--- config.mk ---
export PLATFORM = sky130hd
export DESIGN_NAME = can_stuff_ctrl
export DESIGN_NICKNAME = d
export VERILOG_FILES = /design/src/rtl/can_stuff_ctrl_pkg.sv /design/src/rtl/can_stuff_ctrl_run_counter.sv /design/src/rtl/can_stuff_ctrl.sv
export SDC_FILE = /design/constraint.sdc
export NUM_CORES = 1
export LEC_CHECK = 0
export ABC_CLOCK_PERIOD_IN_PS = 2200
export BUFFER_PORTS_ARGS = -buffer_cell sky130_fd_sc_hd__buf_2
export CAP_MARGIN = 30
export CORE_MARGIN = 2
export CORE_UTILIZATION = 54
export CTS_BUF_LIST = sky130_fd_sc_hd__clkbuf_16
export DETAILED_ROUTE_END_ITERATION = 8
export GPL_TIMING_DRIVEN = 0
export PLACE_DENSITY_LB_ADDON = 0.25
export SETUP_SLACK_MARGIN = 0.05
export SKIP_CTS_REPAIR_TIMING = 1
export SLEW_MARGIN = 20
export SYNTH_ARGS = -nofsm -noshare
export SYNTH_HDL_FRONTEND = slang
export SYNTH_SLANG_ARGS = --single-unit
--- constraint.sdc ---
create_clock -name clk -period 2.2 [get_ports clk]
set_input_delay 0.33 -clock clk [delete_from_list [all_inputs] [get_ports clk]]
set_output_delay 0.33 -clock clk [all_outputs]
set_load 0.02 [all_outputs]
--- src/rtl/can_stuff_ctrl_pkg.sv ---
// Shared definitions for the CAN bit-stuffing controller: FSM states, run
// length and bus level constants.
package can_defs;

   typedef enum logic [1:0] {
      IDLE  = 2'd0,
      STUFF = 2'd1,
      FIXED = 2'd2
   } stuff_state_e;

   localparam int   STUFF_RUN     = 5;
   localparam int   RUN_W         = 3;
   localparam logic CAN_RECESSIVE = 1'b1;
   localparam logic CAN_DOMINANT  = 1'b0;

endpackage

--- src/rtl/can_stuff_ctrl_run_counter.sv ---
// Identical-bit run tracker shared by the tx and rx paths. Holds the last bus
// bit and the length of the current run, saturating at the stuff position.
module can_run_counter
   import can_defs::*;
#(
   parameter int RUN = STUFF_RUN
) (
   input  logic clk,
   input  logic rst_n,
   input  logic i_clr,
   input  logic i_load,
   input  logic i_adv,
   input  logic i_bit,
   output logic o_prev_bit,
   output logic o_at_stuff_pos
);

   localparam logic [RUN_W-1:0] RUN_MAX = RUN_W'(RUN);
   localparam logic [RUN_W-1:0] RUN_ONE = RUN_W'(1);

   logic [RUN_W-1:0] r_run_cnt;
   logic             r_prev_bit;

   always_ff @(posedge clk or negedge rst_n) begin
      if (!rst_n) begin
         r_run_cnt  <= '0;
         r_prev_bit <= CAN_RECESSIVE;
      end else if (i_clr) begin
         r_run_cnt  <= '0;
         r_prev_bit <= CAN_RECESSIVE;
      end else if (i_load) begin
         r_run_cnt  <= RUN_ONE;
         r_prev_bit <= i_bit;
      end else if (i_adv) begin
         if (i_bit != r_prev_bit)
            r_run_cnt <= RUN_ONE;
         else if (r_run_cnt < RUN_MAX)
            r_run_cnt <= r_run_cnt + RUN_ONE;
         r_prev_bit <= i_bit;
      end
   end

   assign o_prev_bit     = r_prev_bit;
   assign o_at_stuff_pos = (r_run_cnt == RUN_MAX);

endmodule

--- src/rtl/can_stuff_ctrl.sv ---
// CAN bit-stuffing controller: inserts stuff bits on transmit, removes and
// checks them on receive, within the SOF..CRC window flagged by upstream.
//
// state | meaning
// IDLE  | no frame; bus recessive, waiting for bit_tick & frame_start
// STUFF | stuffed region; stuff bit forced after RUN_LEN identical bits
// FIXED | unstuffed tail of frame until frame_end
module can_stuff_ctrl
   import can_defs::*;
#(
   parameter int RUN_LEN = STUFF_RUN
) (
   input  logic clk,
   input  logic rst_n,
   input  logic i_bit_tick,
   input  logic i_mode_tx,
   input  logic i_frame_start,
   input  logic i_stuff_en,
   input  logic i_frame_end,
   input  logic i_abort,
   input  logic i_tx_bit,
   output logic o_tx_take,
   output logic o_can_tx,
   input  logic i_can_rx,
   output logic o_rx_bit,
   output logic o_rx_valid,
   output logic o_stuff_err,
   output logic o_stuff_active,
   output logic o_busy
);

   stuff_state_e r_state, w_state_nxt;
   logic r_mode_tx, w_mode_nxt;
   logic r_can_tx, w_can_tx_nxt;
   logic r_rx_bit, w_rx_bit_nxt;
   logic r_rx_valid, w_rx_valid_nxt;
   logic r_stuff_err, w_stuff_err_nxt;
   logic w_take;
   logic w_cnt_load, w_cnt_adv, w_cnt_bit;
   logic w_prev_bit, w_at_stuff_pos;

   can_run_counter #(.RUN(RUN_LEN)) u_run_cnt (
      .clk            (clk),
      .rst_n          (rst_n),
      .i_clr          (i_abort),
      .i_load         (w_cnt_load),
      .i_adv          (w_cnt_adv),
      .i_bit          (w_cnt_bit),
      .o_prev_bit     (w_prev_bit),
      .o_at_stuff_pos (w_at_stuff_pos)
   );

   always_ff @(posedge clk or negedge rst_n) begin
      if (!rst_n) begin
         r_state     <= IDLE;
         r_mode_tx   <= 1'b0;
         r_can_tx    <= CAN_RECESSIVE;
         r_rx_bit    <= CAN_RECESSIVE;
         r_rx_valid  <= 1'b0;
         r_stuff_err <= 1'b0;
      end else begin
         r_state     <= w_state_nxt;
         r_mode_tx   <= w_mode_nxt;
         r_can_tx    <= w_can_tx_nxt;
         r_rx_bit    <= w_rx_bit_nxt;
         r_rx_valid  <= w_rx_valid_nxt;
         r_stuff_err <= w_stuff_err_nxt;
      end
   end

   always_comb begin
      w_state_nxt     = r_state;
      w_mode_nxt      = r_mode_tx;
      w_can_tx_nxt    = r_can_tx;
      w_rx_bit_nxt    = r_rx_bit;
      w_rx_valid_nxt  = 1'b0;
      w_stuff_err_nxt = 1'b0;
      w_take          = 1'b0;
      w_cnt_load      = 1'b0;
      w_cnt_adv       = 1'b0;
      w_cnt_bit       = r_mode_tx ? i_tx_bit : i_can_rx;

      if (i_abort) begin
         w_state_nxt  = IDLE;
         w_can_tx_nxt = CAN_RECESSIVE;
      end else if (i_bit_tick) begin
         case (r_state)
            IDLE: begin
               w_can_tx_nxt = CAN_RECESSIVE;
               if (i_frame_start) begin
                  w_mode_nxt  = i_mode_tx;
                  w_state_nxt = STUFF;
                  w_cnt_load  = 1'b1;
                  w_cnt_bit   = i_mode_tx ? i_tx_bit : i_can_rx;
                  if (i_mode_tx) begin
                     w_take       = 1'b1;
                     w_can_tx_nxt = i_tx_bit;
                  end else begin
                     w_rx_bit_nxt   = i_can_rx;
                     w_rx_valid_nxt = 1'b1;
                  end
               end
            end
            STUFF: begin
               if (w_at_stuff_pos) begin
                  // Stuff bit starts the next run; a pending one is still
                  // handled even when the stuffed region has just closed.
                  w_cnt_load = 1'b1;
                  w_cnt_bit  = ~w_prev_bit;
                  if (r_mode_tx)
                     w_can_tx_nxt = ~w_prev_bit;
                  if (!r_mode_tx && (i_can_rx == w_prev_bit)) begin
                     w_stuff_err_nxt = 1'b1;
                     w_state_nxt     = IDLE;
                  end else if (i_frame_end)
                     w_state_nxt = IDLE;
                  else if (!i_stuff_en)
                     w_state_nxt = FIXED;
               end else begin
                  if (r_mode_tx) begin
                     w_take       = 1'b1;
                     w_can_tx_nxt = i_tx_bit;
                  end else begin
                     w_rx_bit_nxt   = i_can_rx;
                     w_rx_valid_nxt = 1'b1;
                  end
                  if (i_frame_end)
                     w_state_nxt = IDLE;
                  else if (!i_stuff_en)
                     w_state_nxt = FIXED;
                  else
                     w_cnt_adv = 1'b1;
               end
            end
            FIXED: begin
               if (r_mode_tx) begin
                  w_take       = 1'b1;
                  w_can_tx_nxt = i_tx_bit;
               end else begin
                  w_rx_bit_nxt   = i_can_rx;
                  w_rx_valid_nxt = 1'b1;
               end
               if (i_frame_end)
                  w_state_nxt = IDLE;
            end
            default: w_state_nxt = IDLE;
         endcase
      end
   end

   assign o_tx_take      = w_take;
   assign o_can_tx       = r_can_tx;
   assign o_rx_bit       = r_rx_bit;
   assign o_rx_valid     = r_rx_valid;
   assign o_stuff_err    = r_stuff_err;
   assign o_stuff_active = (r_state == STUFF);
   assign o_busy         = (r_state != IDLE);

endmodule

## After elaboration in Yosys (flattened, before gate mapping)

Cells that the tools add are included.
W data, S select, Z words.

- Bits in registers: 11
- Input port bits: 10
- Word-level logic and storage cells: 104

- Add/sub/neg operators: 1
- Magnitude comparators: 1
- Equality and inequality tests: 11
- Mux-type cells: 67
- Bitwise logic cells: 2
- Reductions and logical operators: 14

Operators by type and width:

| operator | count |
|---|---|
| $mux W1 | 47 |
| $mux W2 | 8 |
| $mux W3 | 5 |
| $pmux W1 S3 | 4 |
| $reduce_bool A4 Y1 | 2 |
| $ne A2 B2 Y1 const B | 3 |
| $ne A3 B3 Y1 const B | 2 |
| $pmux W2 S3 | 1 |
| $reduce_and A3 Y1 | 2 |
| $reduce_and A6 Y1 | 1 |
| $reduce_bool A3 Y1 | 2 |
| $ne A4 B4 Y1 const B | 1 |
| $pmux W1 S2 | 2 |
| $reduce_and A4 Y1 | 1 |
| $reduce_bool A2 Y1 | 2 |
| $add A3 B1 Y3 const B | 1 |
| $eq A3 B3 Y1 const B | 1 |
| $lt A3 B3 Y1 const B | 1 |
| $eq A2 B1 Y1 const B | 1 |
| $eq A2 B2 Y1 const B | 1 |
| $logic_not A2 Y1 | 1 |
| $not A1 Y1 | 2 |
| $reduce_and A2 Y1 | 1 |
| $eq A1 B1 Y1 | 1 |
| 3 further kinds | 3 |

## Depth between registers and ports, before layout

Gate-level depths: netlist (run 1).

- Depth after elaboration: 10
- Mapped depth: 9

## Cells and area by module

From an unflattened synthesis (run 1), not the netlist that was laid out.

- Cells, all modules: 97
- Area total of the unflattened synthesis: 862.1 um2

By module, submodules not included:

| module | instances | cells an instance | area each (um2) | seq. area each (um2) |
|---|---|---|---|---|
| can_stuff_ctrl | 1 | 68 | 603.1 | 177.7 |
| can_run_counter | 1 | 29 | 259.0 | 101.3 |

## Worst setup path after synthesis (run 1)

OpenSTA, ideal clock, no wires.

- Kind: register to register
- Start: register r_state[1]
- End: register u_run_cnt.r_run_cnt[1]
- Setup time: 0.082 ns
- Data arrival time: 1.834 ns
- Data required time: 2.118 ns
- Path slack: 0.284 ns
- Stages on the path, launching flop included: 8
- Period minus slack after synthesis: 1.916 ns
- Path through: dfrtp_1 > inv_1 > ha_1 > and3_1 > o311a_1 > nor3_2 > nand4b_1 > a31oi_1

- Word-level cells in the longest chain between the ends: 9

RTL lines:

| item | RTL line | text |
|---|---|---|
| start, declared | can_stuff_ctrl.sv:32 | `stuff_state_e r_state, w_state_nxt;` |
| start signal, assigned | can_stuff_ctrl.sv:62 | `r_state <= w_state_nxt;` |
| $eq A2 B1 Y1 * | -- |  |
| net o_stuff_active | can_stuff_ctrl.sv:28 | `output logic o_stuff_active,` |
| $pmux W1 S2 | can_stuff_ctrl.sv:87 | `case (r_state)` |
| $mux W1 | can_stuff_ctrl.sv:86 | `end else if (i_bit_tick) begin` |
| $mux W1 | can_stuff_ctrl.sv:83 | `if (i_abort) begin` |
| $ne A1 B1 Y1 | can_stuff_ctrl_run_counter.sv:35 | `if (i_bit != r_prev_bit)` |
| $mux W3 | can_stuff_ctrl_run_counter.sv:35 |  |
| $mux W3 | can_stuff_ctrl_run_counter.sv:34 | `end else if (i_adv) begin` |
| $mux W3 | can_stuff_ctrl_run_counter.sv:31 | `end else if (i_load) begin` |
| $mux W3 | can_stuff_ctrl_run_counter.sv:28 | `end else if (i_clr) begin` |
| end signal, assigned | can_stuff_ctrl_run_counter.sv:38 | `r_run_cnt <= r_run_cnt + RUN_ONE;` |
| end, declared | can_stuff_ctrl_run_counter.sv:21 | `logic [RUN_W-1:0] r_run_cnt;` |

The timed path passes the listed nets; every way through them passes the cells marked *. The select of a mux whose other input is x is not followed.
A chain may end at the register's enable or synchronous reset.

## Final worst setup path (run 1)

- Start: register u_run_cnt.r_run_cnt[1]
- End: output port o_tx_take

- Word-level cells in the longest chain between the ends: 5

RTL lines:

| item | RTL line | text |
|---|---|---|
| $eq A3 B3 Y1 | can_stuff_ctrl_run_counter.sv:44 | `assign o_at_stuff_pos = (r_run_cnt == RUN_MAX);` |
| $mux W1 | can_stuff_ctrl.sv:105 | `if (w_at_stuff_pos) begin` |
| $pmux W1 S3 | can_stuff_ctrl.sv:87 |  |
| $mux W1 | can_stuff_ctrl.sv:86 |  |
| $mux W1 | can_stuff_ctrl.sv:83 |  |
| end, declared | can_stuff_ctrl.sv:22 | `output logic o_tx_take,` |

No other way between the ends.

==> results of run 1 <==
-- layout make-up --
cell class / instances / area (µm²)
Sequential cell: 11 / 279
Multi-Input combinational cell: 79 / 569
Clock buffer: 3 / 75.1
Timing Repair Buffer: 17 / 90.1
Buffer: 3 / 30.0
Inverter: 10 / 37.5
Fill cell: 116 / 437
Clock inverter: 1 / 3.75
Tap cell: 16 / 20.0
-- per-layer routing --
metal  part of all wire (%)  track usage [%]
met1                     44             31.0
met2                     49             40.0
met3                    5.6             4.80
met4                    1.6             9.41
met5                      0                0
-- worst max-delay path by stage --
| stage | start | to | cells after the start |
|---|---|---|---|
| global route | r_state[1]$_DFFE_PN0P_ | u_run_cnt.r_run_cnt[2]$_DFFE_PN0P_ | 8 |
| finish | u_run_cnt.r_run_cnt[1]$_DFFE_PN0P_ | o_tx_take | 8 |
| global placement | r_state[1]$_DFFE_PN0P_ | u_run_cnt.r_run_cnt[2]$_DFFE_PN0P_ | 8 |
| CTS | u_run_cnt.r_run_cnt[1]$_DFFE_PN0P_ | o_tx_take | 8 |
| floorplan | r_state[1]$_DFFE_PN0P_ | u_run_cnt.r_run_cnt[1]$_DFFE_PN0P_ | 7 |
| detailed placement | r_state[1]$_DFFE_PN0P_ | u_run_cnt.r_run_cnt[2]$_DFFE_PN0P_ | 8 |
-- registers in the layout, indices dropped and copies added (netlist names) --
| register | cells |
|---|---|
| u_run_cnt.r_run_cnt | 3 |
| o_rx_valid | 1 |
| u_run_cnt.o_prev_bit | 1 |
| o_can_tx | 1 |
| r_state | 2 |
| o_stuff_err | 1 |
| r_mode_tx | 1 |
| o_rx_bit | 1 |
-- cell usage after synthesis (3+ instances only) --
cell	instances	area share, %
mux2i_1	4	4.4
nand2_1	8	3.3
o21ai_0	3	1.7
nand3_1	4	2.2
a21oi_1	6	3.3
dfstp_2	3	8.7
ha_1	6	8.3
inv_1	9	3.7
a31oi_1	3	2.1
dfrtp_1	8	22
nor2_1	7	2.9
nor3_1	6	3.3
-- kinds of logic (layout without fill, tap and decap cells) --
kind of cell	Yosys count	count (layout)
fa+ha+maj	6	6
simple gates	37	37
xor+xnor	1	1
flops	11	11
buf+inv	13	34
mux	6	6
compound gates	29	29
-- where the power goes --
group | leakage, nW | switching (mW) | total [mW] | internal, mW
Sequential | 0.140 | 0.0146 | 0.246 | 0.232
Combinational | 0.335 | 0.137 | 0.243 | 0.106
Clock | 0.0423 | 0.0911 | 0.330 | 0.239
Total | 0.517 | 0.243 | 0.820 | 0.577
-- metrics by stage --
| step | utilization [%] | cell area (µm²) | cells | hold WS (ns) |
|---|---|---|---|---|
| final | 71.7 | 1100 | 140 | 0.383 |
| after global routing | 71.7 | 1100 | 140 | 0.397 |
| after detailed placement | 65.5 | 1010 | 135 | 0.219 |
| after floorplan | - | 910 | 103 | 0.0344 |
| after CTS | 70.6 | 1090 | 139 | -0.0321 |
| after global placement | 65.5 | 1010 | 135 | 0.214 |
-- worst register-to-register path, cell delays in order (launching register included) --
cell and delay [ns]:
dfrtp_1 0.38, inv_1 0.08, ha_2 0.24, inv_1 0.12, a31oi_1 0.14, o311a_1 0.36
nor3_2 0.29, a21oi_1 0.12, nor3_1 0.21
==> flow_summary.toml, run 1 <==
[worst_setup_path]
rrSetupSlack_ns = 0.16
cp_data_required_time_ns = 1.87
crit_buf_inv = 3
crit_top_cell = "inv_1"
rr_startpoint = "r_state[1]$_DFFE_PN0P_"
path_delay_family = "flip-flops"
worstPathMaxFanout = 6
crit_slowest_cell = "dfrtp_1"
worstPathArrival_ns = 1.71
max_stage_delay_ns = 0.43
cp-end-kind = "output pin"
r2r-end = "u_run_cnt.r_run_cnt[2]$_DFFE_PN0P_"
cp-start-kind = "register"
reg2reg_depth = 8
worstSetupPathType = "reg2out"
cp_cell_sequence = "inv_1 > ha_1 > nand2_1 > a21oi_2 > inv_1 > a32oi_1 > nor3_1 > buf_2"

[synthesis]
synth_compound_area_share_pct = 23.9
syn_inst = 103
yosysWarnings = 0
ys_seq_area_share_pct = 30.7
synthAdderAreaFrac_pct = 8.25
yosys.area_share.simple_pct = 21.9
synth_top_family_by_area = "compound AO/OA/AOI/OAI gates"
synth-xor-area-share_pct = 0.963
syn_area_per_cell_um2 = 8.83
synth-main-ff-cell = "dfrtp_1"
netlist_area_um2 = 910
muxShareOfSynthArea_pct = 6.88
synthDistinctLibCells = 44
async_reset_ff_share_pct = 100
synth-edff-count = 0
synth-seq-cells = 11
syn-num-nets = 119

[timing]
setup_ws_ns = 0.160
slew_headroom_pct = 67.0
finClkSkew_ns = 0.00115
tightest_slew_ns = 0.489
setup_tns_ns = 0
fmax_ghz = 0.490
drv_slew = 0
setup_violations = 0
hold_viol = 0
timing.final.crit_period_ns = 2.04
period_share_pct = 92.7
rsz0062_at_grt = "yes"

[min_path]
holdPathEnd = "o_rx_bit$_DFFE_PN1P_"
min_from = "i_can_rx"
hold_path_depth = 2
hold_class = "in2reg"

[floorplanning]
fp.dieW_um = 45.0
ioPinCount = 17
die_h_um = 45.0
coreArea_um2 = 1540
core.rowCount = 14
die_area_um2 = 2030
initial_utilization_pct = 59.0

[cells_and_area]
final_common_cell = "buf_2"
num_antenna_cells = 0
mostFrequentLayoutCells = "buf_2 (16), inv_1 (10), nand2_1 (8), dfrtp_1 (8), nor2_1 (7)"
area_growth_pct = 21.5
drive_above_1_share_pct = 32.3
nNetsFinal = 141

[cts]
htree_levels = 1
cts.clk_slew.worst_paths_ns = 0.04
numCtsBuffers = 3
cts_tree = "done"
cts-root-buf = "clkbuf_16"
clkLatencyLatePin_ns = 0.24
cts_sinks = 11
cts_buffer_depth = 2

[grt]
grt_pass1_wl_mm = 3.53
grt.total_usage_pct = 24.2
grt_start_max_net_pins = 12
antenna_found_initial = 0
grt_overflow = 0
grt_pass1_vias = 783

[detailed_routing]
via_count = 857
wl_per_cell_um = 15.1
drt_iter0_drc = 23
dr.pass1.iters = 7
antenna_left = 0
via_per_inst = 6.12
drcViolationCount = 0
routed_wl_mm = 2.11

[placement]
place.gp.congestion = 0.839
pre_cts_slack_ns = 0.140
port_buffers = 16
dpl.hpwl_mm = 1.55

[flow_run]
maxCapViolations = 0

[power]
peakVddDrop_mv = 0.462
power.total_uw = 820
p_per_area_nw_per_um2 = 742
power_leakage_nw = 0.517

[status]
status = "completed"
(Power assumes the default switching activity.)
==> inputs of run 2 (changes only) <==
RECOVER_POWER = 100   (was unset)
==> run 2 against run 1 <==
Against the previous run: sequential share of layout area increased by 0.17 points; critical path depth unchanged; worst hold slack barely moved; clock skew about the same; worst setup slack lost 0.0017 ns; largest cell class unchanged.
==> flow_summary.toml, run 2 (synthesis results as in run 1) <==
[cells_and_area]
nNetsFinal = 141
final_area_um2 = 1100
top_regs = "u_run_cnt.r_run_cnt (3), r_state (2)"
top_register = "u_run_cnt.r_run_cnt"
area_growth_pct = 20.6
num_antenna_cells = 0
drive_above_1_share_pct = 26.6
n_fill_cell = 120
final_common_cell = "inv_1"
mostFrequentLayoutCells = "inv_1 (11), buf_2 (9), nand2_1 (8), dfrtp_1 (8), nor2_1 (7)"
largest_register_ffs = 3

[worst_setup_path]
worstPathMaxFanout = 8
cp-end-kind = "register"
worstPathArrival_ns = 2.19
cp-start-kind = "register"
worstSetupPathType = "reg2reg"
crit_start = "r_state[1]$_DFFE_PN0P_"
cp_data_required_time_ns = 2.34
rr_startpoint = "r_state[1]$_DFFE_PN0P_"

[timing]
timing.final.crit_period_ns = 2.04
finClkSkew_ns = 0.00109
setup_violations = 0
period_share_pct = 92.8
rsz0062_at_grt = "yes"
fmax_ghz = 0.490
slew_headroom_pct = 58.0
hold_viol = 0
setup_tns_ns = 0
drv_slew = 0
tightest_slew_ns = 0.631
worst_hold_slack_ns = 0.382

[cts]
cts_tree = "done"
cts.clk_slew.worst_paths_ns = 0.04
htree_levels = 1
cts-root-buf = "clkbuf_16"
cts_buffer_depth = 2
numCtsBuffers = 3
cts_sinks = 11
clkLatencyLatePin_ns = 0.24

[placement]
dpl.hpwl_mm = 1.55
place.gp.congestion = 0.839
port_buffers = 16
dpl_cell_area_um2 = 1010

[grt]
grt_overflow = 0
grt_start_max_net_pins = 12
grt_pass1_wl_mm = 3.53
grt_pass1_vias = 783
grt.total_usage_pct = 24.2
antenna_found_initial = 0

[floorplanning]
fp.dieW_um = 45.0
die_area_um2 = 2030
ioPinCount = 17
coreArea_um2 = 1540
die_h_um = 45.0
initial_utilization_pct = 59.0
core.rowCount = 14

[min_path]
min_from = "i_can_rx"
hold_class = "in2reg"

[detailed_routing]
via_count = 853
dr.pass1.iters = 5
routed_wl_mm = 2.10
drt_iter0_drc = 24
antenna_left = 0
drcViolationCount = 0
wl_per_cell_um = 15.0
via_per_inst = 6.09

[status]
status = "completed"

[flow_run]
maxCapViolations = 0

[power]
peakVddDrop_mv = 0.458
p_per_area_nw_per_um2 = 743
power_leakage_nw = 0.498
[run 2: cell count changes in the layout (fill, tap and decap cells not counted), sizes merged]
cell	change
buf	-7
clkbuf	+7
[run 2: per-layer routing]
metal	track usage, %	vias to the layer above	share of wire [%]
li1	-	421	-
met1	31.0	400	45
met2	40.0	27	49
met3	4.80	5	5.1
met4	9.41	0	1.6
met5	0	-	0
[run 2: final cells by class]
class                      count  area (µm²)  share of cell area (%)
multi-input combinational     79         569                    51.9
tap                           16        20.0                    1.82
timing repair buffer          17        82.6                    7.53
clock inverter                 1        3.75                   0.342
buffer                         3        30.0                    2.74
clock buffer                   3        75.1                    6.84
inverter                      10        37.5                    3.42
sequential                    11         279                    25.4
[run 2: power by group]
part | leakage [nW] | internal [mW] | total, mW | switching (mW)
logic | 0.317 | 0.102 | 0.238 | 0.137
clock network | 0.0423 | 0.239 | 0.330 | 0.0914
registers | 0.140 | 0.232 | 0.247 | 0.0149
[run 2: metrics by stage]
step | setup slack (ns) | std cells | utilization, % | power (mW)
floorplan | 0.284 | 103 | - | 0.424
global placement | 0.218 | 135 | 65.5 | 0.480
detailed placement | 0.140 | 135 | 65.5 | 0.487
CTS | 0.0974 | 139 | 70.6 | 0.821
global route | 0.00442 | 140 | 71.2 | 0.853
finish | 0.158 | 140 | 71.2 | 0.815
[run 2: final timing paths]
| path | to | depth (start not counted) | slack (ns) |
|---|---|---|---|
| max | u_run_cnt.r_run_cnt[2]$_DFFE_PN0P_ | 8 | 0.16 |
| min | o_rx_bit$_DFFE_PN1P_ | 2 | 0.38 |
| max reg2reg | u_run_cnt.r_run_cnt[2]$_DFFE_PN0P_ | 8 | 0.16 |
| min reg2reg | o_stuff_err$_DFF_PN0_ | 2 | 0.58 |
| max in group asynchronous | r_state[1]$_DFFE_PN0P_ | 2 | 1.17 |
| min in group asynchronous | r_mode_tx$_DFFE_PN0P_ | 2 | 0.62 |
[run 2: critical path, stage by stage (launching register included)]
cell,delay (ns)
dfrtp_1,0.38
inv_1,0.08
ha_2,0.24
inv_1,0.12
a31oi_1,0.15
o311a_1,0.36
nor3_2,0.29
a21oi_1,0.12
nor3_1,0.21
